[config.mk]
export PLATFORM = sky130hd
export DESIGN_NAME = alu_multicycle
export DESIGN_NICKNAME = d
export VERILOG_FILES = /design/src/rtl/alu_pkg.sv /design/src/rtl/mul_div_unit.sv /design/src/rtl/alu_multicycle.sv
export SDC_FILE = /design/constraint.sdc
export NUM_CORES = 1
export LEC_CHECK = 0
export ABC_AREA = 1
export CAP_MARGIN = 20
export CORE_MARGIN = 2
export CORE_UTILIZATION = 35
export CTS_BUF_LIST = sky130_fd_sc_hd__clkbuf_8
export CTS_CLUSTER_DIAMETER = 40
export CTS_CLUSTER_SIZE = 20
export DETAILED_ROUTE_END_ITERATION = 8
export SLEW_MARGIN = 20
export SYNTH_ARGS = -nofsm -noshare
export SYNTH_HDL_FRONTEND = slang
export SYNTH_SLANG_ARGS = --single-unit
export TNS_END_PERCENT = 30
[constraint.sdc]
create_clock -name clk -period 3 [get_ports clk]
set_clock_uncertainty 0.2 [all_clocks]
set_input_delay 0.45 -clock clk [delete_from_list [all_inputs] [get_ports clk]]
set_output_delay 0.45 -clock clk [all_outputs]
set_load 0.005 [all_outputs]
[src/rtl/alu_pkg.sv]
// Shared encodings for the multicycle ALU: operation codes and controller states.
package alu_pkg;

  typedef enum logic [3:0] {
    OP_ADD    = 4'd0,
    OP_SUB    = 4'd1,
    OP_OR     = 4'd2,
    OP_AND    = 4'd3,
    OP_LUI    = 4'd4,
    OP_NOR    = 4'd5,
    OP_SLL    = 4'd6,
    OP_SRL    = 4'd7,
    OP_BRANCH = 4'd8,
    OP_JR     = 4'd9,
    OP_SLT    = 4'd10,
    OP_MULTU  = 4'd11,
    OP_DIVU   = 4'd12,
    OP_MFHI   = 4'd13,
    OP_MFLO   = 4'd14,
    OP_RSVD   = 4'd15
  } alu_op_e;

  typedef enum logic [2:0] {
    S_IDLE = 3'd0,
    S_EXEC = 3'd1,
    S_MUL  = 3'd2,
    S_DIV  = 3'd3,
    S_DONE = 3'd4
  } alu_state_e;

endpackage

[src/rtl/mul_div_unit.sv]
// Iterative unsigned multiply (shift-add) and restoring divide, one bit per cycle.
// A single 2*WIDTH register holds {upper, lower}: for multiply that ends as
// {hi, lo} of the product, for divide as {remainder, quotient}.
module mul_div_unit #(
  parameter int WIDTH = 32
) (
  input  logic             clk_i,
  input  logic             rst_ni,
  input  logic             start_i,
  input  logic             is_div_i,
  input  logic [WIDTH-1:0] a_i,
  input  logic [WIDTH-1:0] b_i,
  output logic             done_o,
  output logic [WIDTH-1:0] hi_o,
  output logic [WIDTH-1:0] lo_o
);

  localparam int CNT_W = $clog2(WIDTH) + 1;

  logic [2*WIDTH-1:0] prod_q, prod_d;
  logic [WIDTH-1:0]   opnd_q, opnd_d;
  logic [CNT_W-1:0]   cnt_q, cnt_d;
  logic               running_q, running_d;
  logic               isDiv_q, isDiv_d;
  logic               done_q, done_d;
  logic [WIDTH:0]     mulSum;
  logic [WIDTH:0]     divDiff;
  logic [WIDTH:0]     divShifted;

  // One iteration step of each algorithm, computed from the current register.
  always_comb begin
    mulSum     = {1'b0, prod_q[2*WIDTH-1:WIDTH]} + (prod_q[0] ? {1'b0, opnd_q} : '0);
    divShifted = prod_q[2*WIDTH-1:WIDTH-1];
    divDiff    = divShifted - {1'b0, opnd_q};
  end

  // Load on start, then iterate exactly WIDTH times and pulse done once.
  always_comb begin
    prod_d    = prod_q;
    opnd_d    = opnd_q;
    cnt_d     = cnt_q;
    running_d = running_q;
    isDiv_d   = isDiv_q;
    done_d    = 1'b0;
    if (start_i && !running_q) begin
      prod_d    = {{WIDTH{1'b0}}, a_i};
      opnd_d    = b_i;
      isDiv_d   = is_div_i;
      cnt_d     = '0;
      running_d = 1'b1;
    end else if (running_q) begin
      if (isDiv_q) begin
        if (!divDiff[WIDTH]) begin
          prod_d = {divDiff[WIDTH-1:0], prod_q[WIDTH-2:0], 1'b1};
        end else begin
          prod_d = {prod_q[2*WIDTH-2:0], 1'b0};
        end
      end else begin
        prod_d = {mulSum, prod_q[WIDTH-1:1]};
      end
      cnt_d = cnt_q + 1'b1;
      if (cnt_q == CNT_W'(WIDTH - 1)) begin
        running_d = 1'b0;
        done_d    = 1'b1;
      end
    end
  end

  // Iteration state register with synchronous active-low reset.
  always_ff @(posedge clk_i) begin
    if (!rst_ni) begin
      prod_q    <= '0;
      opnd_q    <= '0;
      cnt_q     <= '0;
      running_q <= 1'b0;
      isDiv_q   <= 1'b0;
      done_q    <= 1'b0;
    end else begin
      prod_q    <= prod_d;
      opnd_q    <= opnd_d;
      cnt_q     <= cnt_d;
      running_q <= running_d;
      isDiv_q   <= isDiv_d;
      done_q    <= done_d;
    end
  end

  assign done_o = done_q;
  assign hi_o   = prod_q[2*WIDTH-1:WIDTH];
  assign lo_o   = prod_q[WIDTH-1:0];

endmodule

[src/rtl/alu_multicycle.sv]
// Multicycle ALU: single-cycle ops pass through EXEC, MULTU/DIVU iterate in
// mul_div_unit. Results are registered on entry to DONE and held until the next done.
module alu_multicycle
  import alu_pkg::*;
#(
  parameter int WIDTH   = 32,
  parameter int SHAMT_W = $clog2(WIDTH)
) (
  input  logic               clk,
  input  logic               reset,
  input  logic               start,
  input  logic [3:0]         alu_op,
  input  logic [WIDTH-1:0]   rs,
  input  logic [WIDTH-1:0]   a,
  input  logic [WIDTH-1:0]   b,
  input  logic [SHAMT_W-1:0] shamt,
  output logic               busy,
  output logic               done,
  output logic [WIDTH-1:0]   alu_result,
  output logic               zero,
  output logic               is_jr,
  output logic [WIDTH-1:0]   hi,
  output logic [WIDTH-1:0]   lo,
  output logic               div_by_zero
);

  alu_state_e         state_q, state_d;
  alu_op_e            op_q;
  logic [WIDTH-1:0]   rs_q, a_q, b_q;
  logic [SHAMT_W-1:0] shamt_q;
  logic [WIDTH-1:0]   aluResult_q, aluResult_d;
  logic               zero_q, zero_d;
  logic               isJr_q, isJr_d;
  logic [WIDTH-1:0]   hi_q, hi_d, lo_q, lo_d;
  logic               divByZero_q, divByZero_d;
  logic [WIDTH-1:0]   execRes;
  logic [WIDTH-1:0]   branchDiff;
  logic               mdStart, mdDone;
  logic [WIDTH-1:0]   mdHi, mdLo;

  // Next-state logic; DIVU by zero takes the short EXEC path instead of iterating.
  always_comb begin
    state_d = state_q;
    unique case (state_q)
      S_IDLE: begin
        if (start) begin
          case (alu_op_e'(alu_op))
            OP_MULTU: state_d = S_MUL;
            OP_DIVU:  state_d = (b != '0) ? S_DIV : S_EXEC;
            default:  state_d = S_EXEC;
          endcase
        end
      end
      S_EXEC:       state_d = S_DONE;
      S_MUL, S_DIV: if (mdDone) state_d = S_DONE;
      S_DONE:       state_d = S_IDLE;
      default:      state_d = S_IDLE;
    endcase
  end

  // Kick the iterative unit on the same edge that accepts MULTU/DIVU.
  always_comb begin
    mdStart = (state_q == S_IDLE) && ((state_d == S_MUL) || (state_d == S_DIV));
  end

  mul_div_unit #(.WIDTH(WIDTH)) u_mul_div (
    .clk_i   (clk),
    .rst_ni  (reset),
    .start_i (mdStart),
    .is_div_i(alu_op_e'(alu_op) == OP_DIVU),
    .a_i     (a),
    .b_i     (b),
    .done_o  (mdDone),
    .hi_o    (mdHi),
    .lo_o    (mdLo)
  );

  // Result computation; registers only change on the edge that enters DONE.
  always_comb begin
    aluResult_d = aluResult_q;
    zero_d      = zero_q;
    isJr_d      = isJr_q;
    hi_d        = hi_q;
    lo_d        = lo_q;
    divByZero_d = divByZero_q;
    execRes     = '0;
    branchDiff  = rs_q - a_q;
    if (state_q == S_EXEC) begin
      isJr_d = 1'b0;
      case (op_q)
        OP_ADD:    execRes = a_q + b_q;
        OP_SUB:    execRes = a_q - b_q;
        OP_OR:     execRes = a_q | b_q;
        OP_AND:    execRes = a_q & b_q;
        OP_LUI:    execRes = {b_q[WIDTH/2-1:0], {(WIDTH/2){1'b0}}};
        OP_NOR:    execRes = ~(a_q | b_q);
        OP_SLL:    execRes = a_q << shamt_q;
        OP_SRL:    execRes = a_q >> shamt_q;
        OP_BRANCH: execRes = rs_q;
        OP_JR: begin
          execRes = a_q;
          isJr_d  = 1'b1;
        end
        OP_SLT:    execRes = {{(WIDTH-1){1'b0}}, ($signed(a_q) < $signed(b_q))};
        OP_DIVU: begin
          execRes     = '1;
          hi_d        = a_q;
          lo_d        = '1;
          divByZero_d = 1'b1;
        end
        OP_MFHI:   execRes = hi_q;
        OP_MFLO:   execRes = lo_q;
        default:   execRes = '0;
      endcase
      aluResult_d = execRes;
      zero_d      = (op_q == OP_BRANCH) ? (branchDiff == '0) : (execRes == '0);
    end else if (((state_q == S_MUL) || (state_q == S_DIV)) && mdDone) begin
      aluResult_d = mdLo;
      zero_d      = (mdLo == '0);
      isJr_d      = 1'b0;
      hi_d        = mdHi;
      lo_d        = mdLo;
      if (state_q == S_DIV) divByZero_d = 1'b0;
    end
  end

  // State, operand capture and result registers; reset wins over start.
  always_ff @(posedge clk) begin
    if (!reset) begin
      state_q     <= S_IDLE;
      op_q        <= OP_ADD;
      rs_q        <= '0;
      a_q         <= '0;
      b_q         <= '0;
      shamt_q     <= '0;
      aluResult_q <= '0;
      zero_q      <= 1'b0;
      isJr_q      <= 1'b0;
      hi_q        <= '0;
      lo_q        <= '0;
      divByZero_q <= 1'b0;
    end else begin
      state_q <= state_d;
      if ((state_q == S_IDLE) && start) begin
        op_q    <= alu_op_e'(alu_op);
        rs_q    <= rs;
        a_q     <= a;
        b_q     <= b;
        shamt_q <= shamt;
      end
      aluResult_q <= aluResult_d;
      zero_q      <= zero_d;
      isJr_q      <= isJr_d;
      hi_q        <= hi_d;
      lo_q        <= lo_d;
      divByZero_q <= divByZero_d;
    end
  end

  assign busy        = (state_q != S_IDLE);
  assign done        = (state_q == S_DONE);
  assign alu_result  = aluResult_q;
  assign zero        = zero_q;
  assign is_jr       = isJr_q;
  assign hi          = hi_q;
  assign lo          = lo_q;
  assign div_by_zero = divByZero_q;

endmodule

# Word-level counts from Yosys, hierarchy flattened
# Cells that the tools add are included.
# Widths: inputs -> output; s select.
# word_totals
out_inout_bits	101
regBits	312
# op_classes
n_mux	33
add_sub_neg	6
reduce_logical	22
eq_ne	23
order_cmp	1
n_shift	2
bitwise_logic	5
# ops
op	count
$pmux 32 s14	1
$mux 32	11
$mux 64	2
$logic_not 32->1	3
$sub 32x32->32	2
$add 32x32->33	1
$sub 33x32->33	1
$add 32x32->32	1
$and 32x32->32	1
$eq 4x4->1 const B	8
$lt 32x32->1	1
$not 32->32	1
$or 32x32->32	1
$reduce_bool 32->1	1
$shl 32x5->32	1
$shr 32x5->32	1
$eq 4x3->1 const B	4
$mux 1	14
$eq 3x2->1 const B	4
$pmux 3 s3	1
$eq 4x2->1 const B	2
$add 6x1->6 const B	1
$eq 6x5->1 const B	1
$mux 3	2
other kinds (18)	26

# Longest topological paths before layout
# logic_depth
word_depth	10
ltp_mapped	25
depth_no_buf	24

# Cells and area by module
# A second synthesis with hierarchy kept.
# hier_totals
cells_unflattened	5488
area_unflattened_um2	30915.9
# by_module_without_submodules
module	cells_per_inst	n_inst	area_each_um2	seq_area_each_um2
alu_multicycle	3630	1	20508.4	4144.0
mul_div_unit	1858	1	10407.5	2102.0

# Least setup slack after synthesis
# OpenSTA, ideal clock, no wires.
# synth_timing
path_type	reg2reg
start	register u_mul_div.prod_q[0]
end	register u_mul_div.prod_q[51]
arrival_ns	2.713
path_stages_with_launch	21
path_slack_ns	0.017
required_time_ns	2.730
setup_time_ns	0.070
path_buffers	1
cell_sequence	dfxtp_1 -> clkbuf_1 -> nand2_1 -> inv_1 -> ha_1 -> inv_1 -> fa_1 -> inv_1 -> a21oi_1 -> o21ai_0 -> inv_1 -> nor2_1 -> nor2_1 -> o21ai_0 -> a21oi_1 -> o21ai_0 -> or2_2 -> nand3_1 -> nand2_1 -> inv_1 -> a21oi_1
# synth_between
elab_chain_cells	3
# synth_rtl
item	line	source
start, declared	mul_div_unit.sv:20	logic [2*WIDTH-1:0] prod_q, prod_d;
start signal, assigned	mul_div_unit.sv:79	prod_q <= prod_d;
$mux 32	mul_div_unit.sv:32	mulSum = {1'b0, prod_q[2*WIDTH-1:WIDTH]} + (prod_q[0] ? {1'b0, opnd_q} : '0);
$add 32x32->33	mul_div_unit.sv:32	
$mux 64	mul_div_unit.sv:52	if (isDiv_q) begin
# No other way between the ends.
# A chain may end at the register's enable or synchronous reset.

# Worst setup path in the final report
# layout_timing
start	register u_mul_div.opnd_q[0]
end	register u_mul_div.prod_q[0]
# layout_between
elab_chain_cells	5
# layout_rtl
item	line	source
start, declared	mul_div_unit.sv:21	logic [WIDTH-1:0] opnd_q, opnd_d;
start signal, assigned	mul_div_unit.sv:80	opnd_q <= opnd_d;
$sub 33x32->33	mul_div_unit.sv:34	divDiff = divShifted - {1'b0, opnd_q};
$mux 64	mul_div_unit.sv:53	if (!divDiff[WIDTH]) begin
$mux 64	mul_div_unit.sv:52	
$mux 32	mul_div_unit.sv:51	end else if (running_q) begin
$mux 32	mul_div_unit.sv:45	if (start_i && !running_q) begin
# No other way between the ends. The select of a mux whose other input is x is not followed.

==> tab_implementation.tex <==
\begin{tabular}{lr}
\hline
Metric & Value \\
\hline
\multicolumn{2}{l}{\textbf{Run status}} \\
\quad Run status & complete, but fails checks \\
\quad Violations in the final reports & setup timing \\
\multicolumn{2}{l}{\textbf{Synth}} \\
\quad Area share of and/or/nand/nor cells after synthesis & 36.07\% \\
\quad Post-synthesis sequential element count & 312 \\
\quad Synth Net Count & 5195 \\
\quad Synth Area in Adders & 8.981\% \\
\quad Count of synthesis-stage warnings from yosys & 0 \\
\quad Average cell area after synthesis & 5.859 µm² \\
\quad Number of library cell types mapped by synthesis & 46 \\
\quad Part of the Yosys area used for sequential elements & 21.83\% \\
\quad Gate count after technology mapping & 4884 \\
\quad Share of synthesized flip-flops with an asynchronous set or reset & 0\% \\
\quad Dominant synthesized flop cell & dfxtp\_1 \\
\quad Post-synth EDFFs & 0 \\
\quad Compound-gate portion of the synthesized area & 20.96\% \\
\quad Summed instance area of the synthesized netlist & 0.02862 mm² \\
\quad Share of the synthesized netlist area taken by xor and xnor gates & 1.622\% \\
\quad Portion of netlist area occupied by mux cells & 0\% \\
\quad Combinational family with the most area after synthesis & simple AND/OR/NAND/NOR gates \\
\multicolumn{2}{l}{\textbf{Timing}} \\
\quad Fin Hold WS & 0.1205 ns \\
\quad Maximum operating frequency & 316.2 MHz \\
\quad Fin. max-slew vios & 0 \\
\quad Slew at the pin with the worst max-slew slack & 0.8684 ns \\
\quad Setup Total Neg Slack & -0.3166 ns \\
\quad Worst max-slew margin expressed relative to the limit & 41.49\% \\
\quad Setup violators final & 5 \\
\quad Post-route clock period utilization & 105.4\% \\
\quad Post-layout minimum cycle time & 3.162 ns \\
\quad Minimum setup slack in the final design & -0.1621 ns \\
\quad Final hold violation count & 0 \\
\quad Unrepaired setup endpoints after global routing & true \\
\multicolumn{2}{l}{\textbf{GRT}} \\
\quad Number of global-route vias before repair & 37029 \\
\quad Maximum number of pins on one net before global-route repair & 89 \\
\quad GR Layer Usage met1 & 51.41\% \\
\quad Met2 usage in global routing & 63.30\% \\
\quad Antenna violations before repair & 15 \\
\quad Wire length of the first global-routing pass & 251200 µm \\
\quad Top Usage Layer GRT & met2 \\
\quad Grt met3 use & 8.295\% \\
\quad GRT Overall Usage & 40.52\% \\
\quad Total overflow reported by the global router & 0 \\
\multicolumn{2}{l}{\textbf{Floorplan}} \\
\quad Die Width & 289.9 µm \\
\quad Die Outline Area & 0.08407 mm² \\
\quad FP Rows & 104 \\
\quad Core area & 0.08068 mm² \\
\quad Starting utilization of the core area & 35.47\% \\
\quad Chip Height & 289.9 µm \\
\quad Top-level I/O count & 209 \\
\multicolumn{2}{l}{\textbf{Setup path}} \\
\quad Required time of the worst setup path & 3.32 ns \\
\quad Critical path launch point type & flop \\
\quad Reg2reg start & u\_mul\_div.opnd\_q[0] \\
\quad Data arrival, critical path & 3.49 ns \\
\quad Critical path type & reg -> reg \\
\quad Biggest fanout along the worst timing path & 10 \\
\quad Worst reg2reg setup slack & -0.16 ns \\
\quad RR Endpoint & u\_mul\_div.prod\_q[0] \\
\quad Element type at the critical path end & flop \\
\quad Worst-case reg-to-reg path depth & 16 \\
\multicolumn{2}{l}{\textbf{Route}} \\
\quad Routed via count & 39883 \\
\quad ANT nets after route & 0 \\
\quad Ratio of routed vias to standard cells & 5.644 \\
\quad Average wire per standard cell & 25.34 µm \\
\quad 1st-iter DRT viols & 4683 \\
\quad Post-Route WL & 179100 µm \\
\quad First-pass iteration count of the detailed router & 7 \\
\quad Remaining routing DRC violations & 0 \\
\multicolumn{2}{l}{\textbf{Power and ir drop}} \\
\quad Switching part of the total & 42.85\% \\
\quad Largest vdd supply drop & 0.0004319 V \\
\quad Combinational Power Share & 50.5\% \\
\quad Sw Pwr & 8.994 mW \\
\quad Cell internal power dissipation & 12.00 mW \\
\quad Power share of the sequential group & 21.8\% \\
\quad Relative contribution of the clock network to total power & 27.8\% \\
\quad Static Leakage & 20.52 nW \\
\quad Power per Cell Area & 485.5 mW/mm² \\
\multicolumn{2}{l}{\textbf{Min path}} \\
\quad Hold Path Class & in -> reg \\
\quad Startpoint of the most critical hold path & rs[25] \\
\quad Worst hold path endpoint & rs\_q[25] \\
\quad Cells on Worst Hold Path & 3 \\
\multicolumn{2}{l}{\textbf{Clocking}} \\
\quad Clock sink count & 312 \\
\quad Clock latency reported for the late side of the worst-skew pair & 0.69 ns \\
\quad CTS tree & built \\
\quad H-tree depth reported by CTS & 3 \\
\quad CTS root buffer & clkbuf\_8 \\
\quad Register clock-pin slew on the reported worst setup and hold paths & 0.07 ns \\
\quad Number of clock buffers inserted by TritonCTS & 73 \\
\quad Max Buffers Root-to-Sink & 3 \\
\multicolumn{2}{l}{\textbf{Place}} \\
\quad Area post-placement & 0.03894 mm² \\
\quad Half-perimeter wire length of the detailed placement result & 145900 µm \\
\quad Count of buffers inserted at the top-level ports & 208 \\
\quad Routability cong. & 1.086 \\
\multicolumn{2}{l}{\textbf{Final layout}} \\
\quad Fraction of final layout cells with drive strength greater than 1 & 26.98\% \\
\quad Storage element area & 0.006284 mm² \\
\quad Post-Layout Inst Area & 0.04323 mm² \\
\quad Commonest non-fill, non-tap cells in the layout & nand2\_1, buf\_4, nand3\_1 \\
\quad Area of the multi-input gates & 0.02138 mm² \\
\quad Layout area overhead & 51.07\% \\
\quad Fillers & 8259 \\
\quad Most frequent standard cell in the layout excluding fill and tap cells & nand2\_1 \\
\quad Post-layout net count & 6252 \\
\multicolumn{2}{l}{\textbf{Flow run}} \\
\quad Max-cap viol count & 0 \\
\hline
\end{tabular}
final cells by class:
cell class | count | area share [%]
clock buffer | 80 | 2.547
multi-input combinational | 3790 | 49.46
timing repair buffer | 1210 | 24.18
clock inverter | 54 | 1.360
antenna | 6 | 0.03473
inverter | 554 | 4.822
tap | 1060 | 3.068
sequential | 312 | 14.53
metal layers:
layer	part of all wire (%)	vias to the layer above	wire (µm)
li1	-	18453	-
met1	40	18569	70910
met2	43	2331	76470
met3	10	520	18150
met4	7.5	10	13480
met5	0.035	-	62
cells by family (layout without fill, tap and decap cells):
| kind of cell | count (synthesis) | count (layout) |
|---|---|---|
| AND/OR/NAND/NOR | 2459 | 2459 |
| AO/OA/AOI/OAI | 1075 | 1075 |
| buffers and inverters | 782 | 1898 |
| flip-flops | 312 | 312 |
| adder cells (fa/ha/maj) | 203 | 203 |
| XOR/XNOR | 53 | 53 |
| other | 0 | 6 |
sequential cells by signal, summed over array words and instances, names as in the netlist, 3 cells and up:
register          count
a_q                  32
alu_result           32
b_q                  32
hi                   32
lo                   32
op_q                  4
rs_q                 32
shamt_q               5
state_q               3
u_mul_div.cnt_q       6
u_mul_div.opnd_q     32
u_mul_div.prod_q     64
cell usage after synthesis (all sizes together), types with 24 or more instances:
cell type  count  share of area (%)
o221ai        25               0.77
a21oi        416                7.3
nor3          41               0.72
xnor2         29               0.89
o211ai        78                2.0
a31oi         81                1.8
dfxtp        312                 22
nor2         467                6.2
ha           199                8.7
inv          548                7.2
o21ai        393                6.9
clkbuf       156                2.1
xor2          24               0.73
o21bai        30               0.79
buf           72                1.2
nand3        570                 10
nand4         61                1.3
nand2       1263                 17
critical path: stages, from the launching register on:
cell and delay (ns):
dfxtp_2 0.32, buf_6 0.13, ha_4 0.17, fa_2 0.35, nand3b_1 0.19, nand2_2 0.11
nand3_2 0.09, nand3_4 0.10, a21boi_4 0.07, nand3b_1 0.20, nand2_1 0.13, nand2_2 0.07
nand2_4 0.12, buf_12 0.14, buf_4 0.13, a21oi_2 0.05, a211oi_2 0.43
power by group through the flow:
stage / clock (mW) / sequential (mW) / combinational, mW
6_report: 5.83 / 4.57 / 10.6
3_3_place_gp: 0 / 4.62 / 9.26
3_5_place_dp: 0 / 4.63 / 9.23
4_1_cts: 5.83 / 4.56 / 9.71
2_1_floorplan: 0 / 4.62 / 4.33
5_1_grt: 6.06 / 4.59 / 11.2
repair_timing:
| item | in CTS | in global routing |
|---|---|---|
| hold buffers | 1 | 0 |
| pin swaps | 32 | 99 |
| endpoints found under the hold margin | 18 | 0 |
| endpoints found under the setup margin | 46 | 49 |
| gates resized for setup | 268 | 331 |
| gates cloned | 2 | 4 |
| setup buffers | 16 | 22 |
worst max-delay path by stage:
stage	start	to	slack, ns	depth (start not counted)
2_1_floorplan	u_mul_div.prod_q[0]	u_mul_div.prod_q[51]	0.02	20
3_3_place_gp	b[1]	u_mul_div.prod_q[0]	-1.15	14
3_5_place_dp	b[1]	u_mul_div.prod_q[0]	-1.06	14
4_1_cts	u_mul_div.opnd_q[0]	u_mul_div.prod_q[0]	-0.07	16
5_1_grt	a_q[8]	zero	-0.31	23
6_report	u_mul_div.opnd_q[0]	u_mul_div.prod_q[0]	-0.16	16
through the flow:
| stage | setup slack (ns) | utilization, % | cells | power, mW |
|---|---|---|---|---|
| finish | -0.1621 | 53.59 | 7066 | 20.99 |
| floorplan | 0.01737 | - | 4884 | 8.949 |
| global placement | -1.154 | 48.27 | 6881 | 13.88 |
| CTS | -0.06909 | 51.76 | 7034 | 20.09 |
| global route | -0.3085 | 53.57 | 7061 | 21.83 |
| detailed placement | -1.059 | 48.27 | 6881 | 13.86 |
Power figures use the tool's default switching activity.
